### src/rtl/seven_seg_scanner.sv
// Multiplexed 7-segment scanner showing a loaded value as hex or as decimal.
// Decimal uses an iterative double-dabble converter, one bit per clock.
module seven_seg_scanner #(
    parameter int NUM_DIGITS = 4,
    parameter int SCAN_DIV_W = 16,
    parameter int VALUE_W    = 14,
    parameter bit ACTIVE_LOW = 1
) (
    input  logic                  clk,
    input  logic                  rst,
    input  logic [VALUE_W-1:0]    value,
    input  logic                  load,
    input  logic                  mode,
    input  logic [NUM_DIGITS-1:0] dp_mask,
    input  logic                  blank_lz,
    output logic                  busy,
    output logic [7:0]            DISPLAY,
    output logic [NUM_DIGITS-1:0] DIGIT
);
    localparam int BCD_W = 4 * NUM_DIGITS;
    localparam int IDX_W = $clog2(NUM_DIGITS);
    localparam int CNT_W = $clog2(VALUE_W + 1);

    function automatic longint unsigned pow10(input int n);
        longint unsigned r = 1;
        for (int i = 0; i < n; i++) r = r * 10;
        return r;
    endfunction

    localparam longint unsigned MAX_DEC = pow10(NUM_DIGITS) - 1;
    localparam logic [7:0] DISP_OFF = ACTIVE_LOW ? 8'hFF : 8'h00;
    localparam logic [NUM_DIGITS-1:0] DIGIT_OFF = ACTIVE_LOW ? {NUM_DIGITS{1'b1}} : {NUM_DIGITS{1'b0}};

    // Active-low gfedcba patterns; polarity is applied once at the output.
    function automatic logic [6:0] hex_seg(input logic [3:0] d);
        case (d)
            4'h0: hex_seg = 7'h40;
            4'h1: hex_seg = 7'h79;
            4'h2: hex_seg = 7'h24;
            4'h3: hex_seg = 7'h30;
            4'h4: hex_seg = 7'h19;
            4'h5: hex_seg = 7'h12;
            4'h6: hex_seg = 7'h02;
            4'h7: hex_seg = 7'h78;
            4'h8: hex_seg = 7'h00;
            4'h9: hex_seg = 7'h10;
            4'hA: hex_seg = 7'h08;
            4'hB: hex_seg = 7'h03;
            4'hC: hex_seg = 7'h46;
            4'hD: hex_seg = 7'h21;
            4'hE: hex_seg = 7'h06;
            default: hex_seg = 7'h0E;
        endcase
    endfunction

    logic [SCAN_DIV_W-1:0]       div_reg;
    logic                        tick;
    logic                        started_reg;
    logic [IDX_W-1:0]            idx_reg, idx_next;
    logic [NUM_DIGITS-1:0][3:0]  shadow_reg;
    logic                        overflow_reg, ovf_pend_reg;
    logic                        busy_reg;
    logic [CNT_W-1:0]            cnt_reg;
    logic [VALUE_W-1:0]          sh_reg;
    logic [BCD_W-1:0]            bcd_reg, bcd_adj, bcd_next, value_ext;
    logic [NUM_DIGITS:0]         upper_zero;
    logic [6:0]                  seg;
    logic [7:0]                  disp_low, display_next;
    logic [NUM_DIGITS-1:0]       onehot, digit_next;

    assign tick = &div_reg;
    assign busy = busy_reg;

    genvar gi;
    generate
        for (gi = 0; gi < NUM_DIGITS; gi++) begin : g_digit
            assign bcd_adj[4*gi +: 4] = (bcd_reg[4*gi +: 4] >= 4'd5) ?
                                        bcd_reg[4*gi +: 4] + 4'd3 : bcd_reg[4*gi +: 4];
            // A digit is a leading zero when it and everything above it is zero.
            assign upper_zero[gi] = (shadow_reg[gi] == 4'd0) && upper_zero[gi+1];
        end
    endgenerate
    assign upper_zero[NUM_DIGITS] = 1'b1;
    assign bcd_next = {bcd_adj[BCD_W-2:0], sh_reg[VALUE_W-1]};

    always_comb begin
        value_ext = '0;
        value_ext[VALUE_W-1:0] = value;
    end

    always_comb begin
        if (!started_reg)
            idx_next = '0;
        else if (idx_reg == IDX_W'(NUM_DIGITS - 1))
            idx_next = '0;
        else
            idx_next = idx_reg + IDX_W'(1);
    end

    always_comb begin
        seg = 7'h7F;
        if (overflow_reg)
            seg = 7'h3F;
        else if (blank_lz && (idx_next != '0) && upper_zero[idx_next])
            seg = 7'h7F;
        else
            seg = hex_seg(shadow_reg[idx_next]);
        disp_low     = {~dp_mask[idx_next], seg};
        display_next = ACTIVE_LOW ? disp_low : ~disp_low;
        onehot       = NUM_DIGITS'(1) << idx_next;
        digit_next   = ACTIVE_LOW ? ~onehot : onehot;
    end

    always_ff @(posedge clk or posedge rst) begin
        if (rst) begin
            div_reg      <= '0;
            started_reg  <= 1'b0;
            idx_reg      <= '0;
            shadow_reg   <= '0;
            overflow_reg <= 1'b0;
            ovf_pend_reg <= 1'b0;
            busy_reg     <= 1'b0;
            cnt_reg      <= '0;
            sh_reg       <= '0;
            bcd_reg      <= '0;
            DISPLAY      <= DISP_OFF;
            DIGIT        <= DIGIT_OFF;
        end else begin
            div_reg <= div_reg + SCAN_DIV_W'(1);
            if (tick) begin
                started_reg <= 1'b1;
                idx_reg     <= idx_next;
                DISPLAY     <= display_next;
                DIGIT       <= digit_next;
            end
            if (load && !busy_reg) begin
                if (mode) begin
                    busy_reg     <= 1'b1;
                    cnt_reg      <= CNT_W'(VALUE_W - 1);
                    sh_reg       <= value;
                    bcd_reg      <= '0;
                    ovf_pend_reg <= (64'(value) > MAX_DEC);
                end else begin
                    shadow_reg   <= value_ext;
                    overflow_reg <= 1'b0;
                end
            end else if (busy_reg) begin
                bcd_reg <= bcd_next;
                sh_reg  <= sh_reg << 1;
                cnt_reg <= cnt_reg - CNT_W'(1);
                // Shadow is only touched once the full result is ready.
                if (cnt_reg == '0) begin
                    busy_reg     <= 1'b0;
                    shadow_reg   <= bcd_next;
                    overflow_reg <= ovf_pend_reg;
                end
            end
        end
    end
endmodule

### config.mk
export PLATFORM = sky130hd
export DESIGN_NAME = seven_seg_scanner
export DESIGN_NICKNAME = d
export VERILOG_FILES = /design/src/rtl/seven_seg_scanner.sv
export SDC_FILE = /design/constraint.sdc
export NUM_CORES = 1
export LEC_CHECK = 0
export BUFFER_PORTS_ARGS = -buffer_cell sky130_fd_sc_hd__buf_2
export CORE_MARGIN = 3
export CORE_UTILIZATION = 40
export DETAILED_ROUTE_END_ITERATION = 12
export GPL_ROUTABILITY_DRIVEN = 1
export PLACE_DENSITY = 0.53
export SYNTH_ARGS = -nofsm -noshare
export SYNTH_HDL_FRONTEND = slang
export SYNTH_SLANG_ARGS = --single-unit
### constraint.sdc
create_clock -name clk -period 3.5 [get_ports clk]
set_clock_uncertainty 0.2 [all_clocks]
set_input_delay 0.175 -clock clk [delete_from_list [all_inputs] [get_ports clk]]
set_output_delay 0.175 -clock clk [all_outputs]
set_load 0.01 [all_outputs]
# Word level (Yosys, flattened, before mapping)

Memory sizes are Yosys's and may differ from the RTL's.
Cells that the tools add are included.
W data, S select, Z words.

Input port bits: 23
Memories: 1
Bits in read-only memories: 112
Register bits after elaboration: 84
Output and inout port bits: 13

Memory list:

| memory          | depth | bits a word | rd ports | clocked after Yosys merged registers in | wr ports | RTL line | RTL |
|---|---|---|---|---|---|---|---|
| (no name shown) | 16    | 7           | 1        | 0                                       | 0        | 36       | `case (d)` |

Shift-type cells: 1
Reductions and logical operators: 19
Add/subtract/negate cells: 7
Multiplexer cells: 35
Magnitude comparators: 7
Bitwise operators: 2
Equality and inequality tests: 3

Operators by type and width:

| operator                | number |
|---|---|
| $mux W16                | 7 |
| $mux W14                | 3 |
| $mux W4                 | 7 |
| $logic_not A4 Y1        | 5 |
| $add A16 B1 Y16 const B | 1 |
| $ge A4 B3 Y1 const B    | 4 |
| $reduce_and A16 Y1      | 1 |
| $gt A14 B14 Y1 const B  | 1 |
| $mux W7                 | 2 |
| $add A4 B2 Y4 const B   | 3 |
| $mux W1                 | 10 |
| $bmux W4 S2             | 1 |
| $logic_and A1 B1 Y1     | 6 |
| $reduce_bool A2 Y1      | 3 |
| $bmux W1 S2             | 2 |
| $lt A2 B4 Y1 const B    | 1 |
| $mux W2                 | 2 |
| $ne A2 B2 Y1 const B    | 2 |
| $not A4 Y4              | 1 |
| $reduce_and A2 Y1       | 2 |
| $shl A1 B2 Y4 const A   | 1 |
| $sub A4 B1 Y4 const B   | 1 |
| $add A3 B2 Y3 const B   | 1 |
| $lt A2 B3 Y1 const B    | 1 |
| other kinds (6)         | 6 |

# Longest topological paths before layout

Depth in word-level cells: 9
Mapped depth: 11

# Worst setup path before layout

No wires, ideal clock.

Path type: register -> register
From: reg idx_reg[0]
To: reg DISPLAY[5]
Library setup time: 0.089 ns
Arrival time: 2.382 ns
Buffers on the path: 1
Period minus slack after synthesis: 2.671 ns
Data required time: 3.211 ns
Cell stages (with the launch flop): 12
Slack: 0.829 ns
Path through: dfrtp_1 > ha_1 > buf_2 > nor4_1 > a31oi_1 > o22ai_1 > inv_1 > ha_1 > inv_1 > mux2i_1 > a221oi_1 > o21ai_1

Longest elaborated chain between the ends: 8

RTL lines:

| item                                                         | RTL line | RTL |
|---|---|---|
| start: declaration                                           | 59       | `logic [IDX_W-1:0] idx_reg, idx_next;` |
| start signal: assignment                                     | 132      | `idx_reg <= idx_next;` |
| $add A2 B1 Y2 / $eq A2 B2 Y1 (equally long branches)         | 97, 94   |  |
| $mux W2 *                                                    | 94       | `else if (idx_reg == IDX_W'(NUM_DIGITS - 1))` |
| $mux W2 *                                                    | 92       | `if (!started_reg)` |
| $bmux W4 S2, or another cell as far along                    | 107      | `seg = hex_seg(shadow_reg[idx_next]);` |
| $mux W4 (not written as such), or another cell as far along  | 107      |  |
| $mem_v2 Z16 W7 / $logic_and A1 B1 Y1 (equally long branches) | --       |  |
| $mux W7 *                                                    | 104      | `else if (blank_lz && (idx_next != '0) && upper_zero[idx_next])` |
| $mux W7 *                                                    | 102      | `if (overflow_reg)` |
| end signal: assignment                                       | 133      | `DISPLAY <= display_next;` |
| end: declaration                                             | 17       | `output logic [7:0] DISPLAY,` |

Every way passes the cells marked *; elsewhere a longest branch is shown, timed or not. The select of a mux whose other input is x is not followed.
A chain may end at the register's enable or synchronous reset.

# Worst setup path after layout

From: reg idx_reg[0]
To: reg DISPLAY[1]

The elaborated chain is that of the path after synthesis.

==> run metrics <==
vias in the first global route 3383; fin. max-slew vios 0; WS Path Type flip-flop to flip-flop; critical path's most frequent cell ha_1; NetSw 1.406 mW; post_cts resized 0; Post-Syn Area 4354 sq um; Vias per Instance 5.258; most numerous cell in the Yosys netlist nand2_1; reg-to-reg slack, setup 420 ps; Area contributors post-synth dfrtp_1 (41%), dfstp_2 (7.2%), nand2_1 (7.1%); die area 12170 sq um; largest family of logic cells by synthesized area simple AND/OR/NAND/NOR gates; worst r2r dst DISPLAY[1]$_DFFE_PP1P_; FMAX 324.9 MHz; post-synth top area cell dfrtp_1; Cell Count, Final, Fillers Out 652; beginning of the worst register-to-register path idx_reg[0]$_DFFE_PP0P_; worst reg-to-reg path cell count 9; Async SR Flop Fraction 1.000; Worst slew margin 0.4260; Critical-path top delay cell nor4b_2; wire length per cell 15.24 um; HPWL Detailed 7.068 mm; Setup violations, final 0; worst hold start load; DRT iter0 DRCs 161; RSZ-0062 raised after global routing no; Setup crit start kind flip-flop; yosys warns 0; DRT Pass-1 Iters 7; Synth Area in Adders 0.04885; CTS tree built; antenna violations before repair 0; Avg Cell Area, Syn 9.445 sq um; crit path DAT 3170 ps; routability cong. 0.8580; FP Rows 37; Post-Synth Simple-Gate Area 0.1638; DRC Markers 0; Flop pwr share 0.412; Pint 2.158 mW; TritonCTS Buffers 9; share of cells above drive strength 1 0.1589; Cells after Synth 461; PwrDens 705.8 nW/um^2; n_diodes 0; width of the chip 110.3 um; Most used DFF post-synth dfrtp_1; postcts setup bufs 0; mux cell area share after synthesis 0.05805; nets@finish 551; Clock power frac 0.205; syn nets 501; maximum vdd drop 0.0003426 V; gr usage total 0.1768; Yosys reg bits 84; Clock Latency Late Sink 360 ps; crit-path max cell delay 500 ps; Die H 110.3 um; crit-path cells ha_1, nor4b_2, a222oi_1, o21ai_1, inv_1, ha_1, nand2_1, mux2_2, a21oi_1; Synth top area share 0.4138; remaining antenna violation count 0; critical path required time 3590 ps; total number of vias 3428; leakage power 2.288 nW; min-delay worst type input port to flip-flop; htree depth 3; IO Port Bufs 35; final hold vios 0; XOR/XNOR Fraction of Synth Area 0.04828; CTS Root Cell clkbuf_8; status finished clean; final setup TNS 0 ps; Detailed Route WL 9.936 mm; top post-synthesis cells by count nand2_1 (82), dfrtp_1 (72), o21ai_0 (41); Area growth syn-to-layout 15.95%; number of library cell types mapped by synthesis 49; Worst Setup End Kind flip-flop; Slew @ Worst Pin 855.2 ps; largest net degree at the start of global routing 50; Power, Total 3.563 mW; complex-gate fraction of the synthesized area 0.1575; Gate power share 0.383; dpl cells 619; worst hold path depth 4; CP max FO 11; maxcap violations 0; post-synthesis sequential area ratio 0.4862; GRT overflow 0; Starting Density 0.4162; Post-synth EDFFs 0; Hold-fix buffers, CTS 17; clk slew on worst S/H paths 100 ps; WHS Endpoint bcd_reg[8]$_DFFE_PP0P_; Placeable Area 10460 sq um; first-pass GRT wire length 16.69 mm; minimum clock period 3078 ps; Final Cycle Share 0.8795; Switching Share 0.3945; IO Count 36; CTS max path bufs 2; CTS Sinks 84
worst max-delay path by stage:
stage,startpoint,endpoint,slack (ps),cells past startpoint
2_1_floorplan,idx_reg[0]$_DFFE_PP0P_,DISPLAY[5]$_DFFE_PP1P_,830,11
3_3_place_gp,idx_reg[0]$_DFFE_PP0P_,DISPLAY[1]$_DFFE_PP1P_,570,9
3_5_place_dp,idx_reg[0]$_DFFE_PP0P_,DISPLAY[1]$_DFFE_PP1P_,480,9
4_1_cts,idx_reg[0]$_DFFE_PP0P_,DISPLAY[1]$_DFFE_PP1P_,460,9
5_1_grt,idx_reg[0]$_DFFE_PP0P_,DISPLAY[1]$_DFFE_PP1P_,230,9
6_report,idx_reg[0]$_DFFE_PP0P_,DISPLAY[1]$_DFFE_PP1P_,420,9
critical path: cells and delay by family, from the launching register on:
family,cells,cell delay [ps]
compound gates,3,580
buf+inv,1,160
simple gates,2,560
fa+ha+maj,2,770
flops,1,470
mux,1,290
per-layer routing:
| layer | global-route usage | routed length [um] | up-vias | share of wire |
|---|---|---|---|---|
| li1 | - | - | 1704 | - |
| met1 | 0.2391 | 4835 | 1662 | 0.49 |
| met2 | 0.2877 | 4708 | 50 | 0.47 |
| met3 | 0.04077 | 268 | 12 | 0.027 |
| met4 | 0.04398 | 124 | 0 | 0.012 |
| met5 | 0 | 0 | - | 0 |
area by class of cell:
class	count	area (sq um)
fill	1050	5414
sequential	84	2117
multi-input combinational	338	2081
timing repair buffer	59	397.9
tap	136	170.2
clock buffer	10	137.6
clock inverter	6	72.57
inverter	19	72.57
power groups by stage:
stage / Clock, mW / Sequential [mW] / Combinational, mW
6_report: 0.729 / 1.47 / 1.37
4_1_cts: 0.754 / 1.47 / 1.38
2_1_floorplan: 0 / 1.41 / 1.06
3_3_place_gp: 0 / 1.48 / 1.32
5_1_grt: 0.800 / 1.51 / 1.58
3_5_place_dp: 0 / 1.49 / 1.36
kinds of logic (layout without fill, tap and decap cells):
logic type | after synthesis | count (layout)
muxes | 25 | 25
buffers and inverters | 39 | 94
adders and majority gates | 17 | 17
DFF | 84 | 84
and+or+nand+nor | 156 | 156
xor gates and xnor gates | 24 | 24
AOI/OAI and AO/OA | 116 | 116
through the flow:
stage | hold WS, ps | area [sq um] | utilization | setup slack [ps]
floorplan | 103.3 | 4354 | - | 829.0
global placement | 178.5 | 4668 | 0.4462 | 567.7
detailed placement | 178.9 | 4668 | 0.4462 | 481.4
CTS | 59.82 | 5049 | 0.4825 | 460.3
global route | 86.81 | 5049 | 0.4825 | 233.8
finish | 79.79 | 5049 | 0.4825 | 421.7
cells in the final DEF, fill, tap and decap left out, drive strengths merged, types with 17 or more instances in the layout:
cell,synthesis,layout
dlygate4sd3,0,17
nor2,23,23
mux2i,23,23
a21oi,28,28
nand2,82,82
buf,3,42
ha,17,17
inv,19,19
dfrtp,72,72
o21ai,54,54
(Power assumes the default switching activity.)
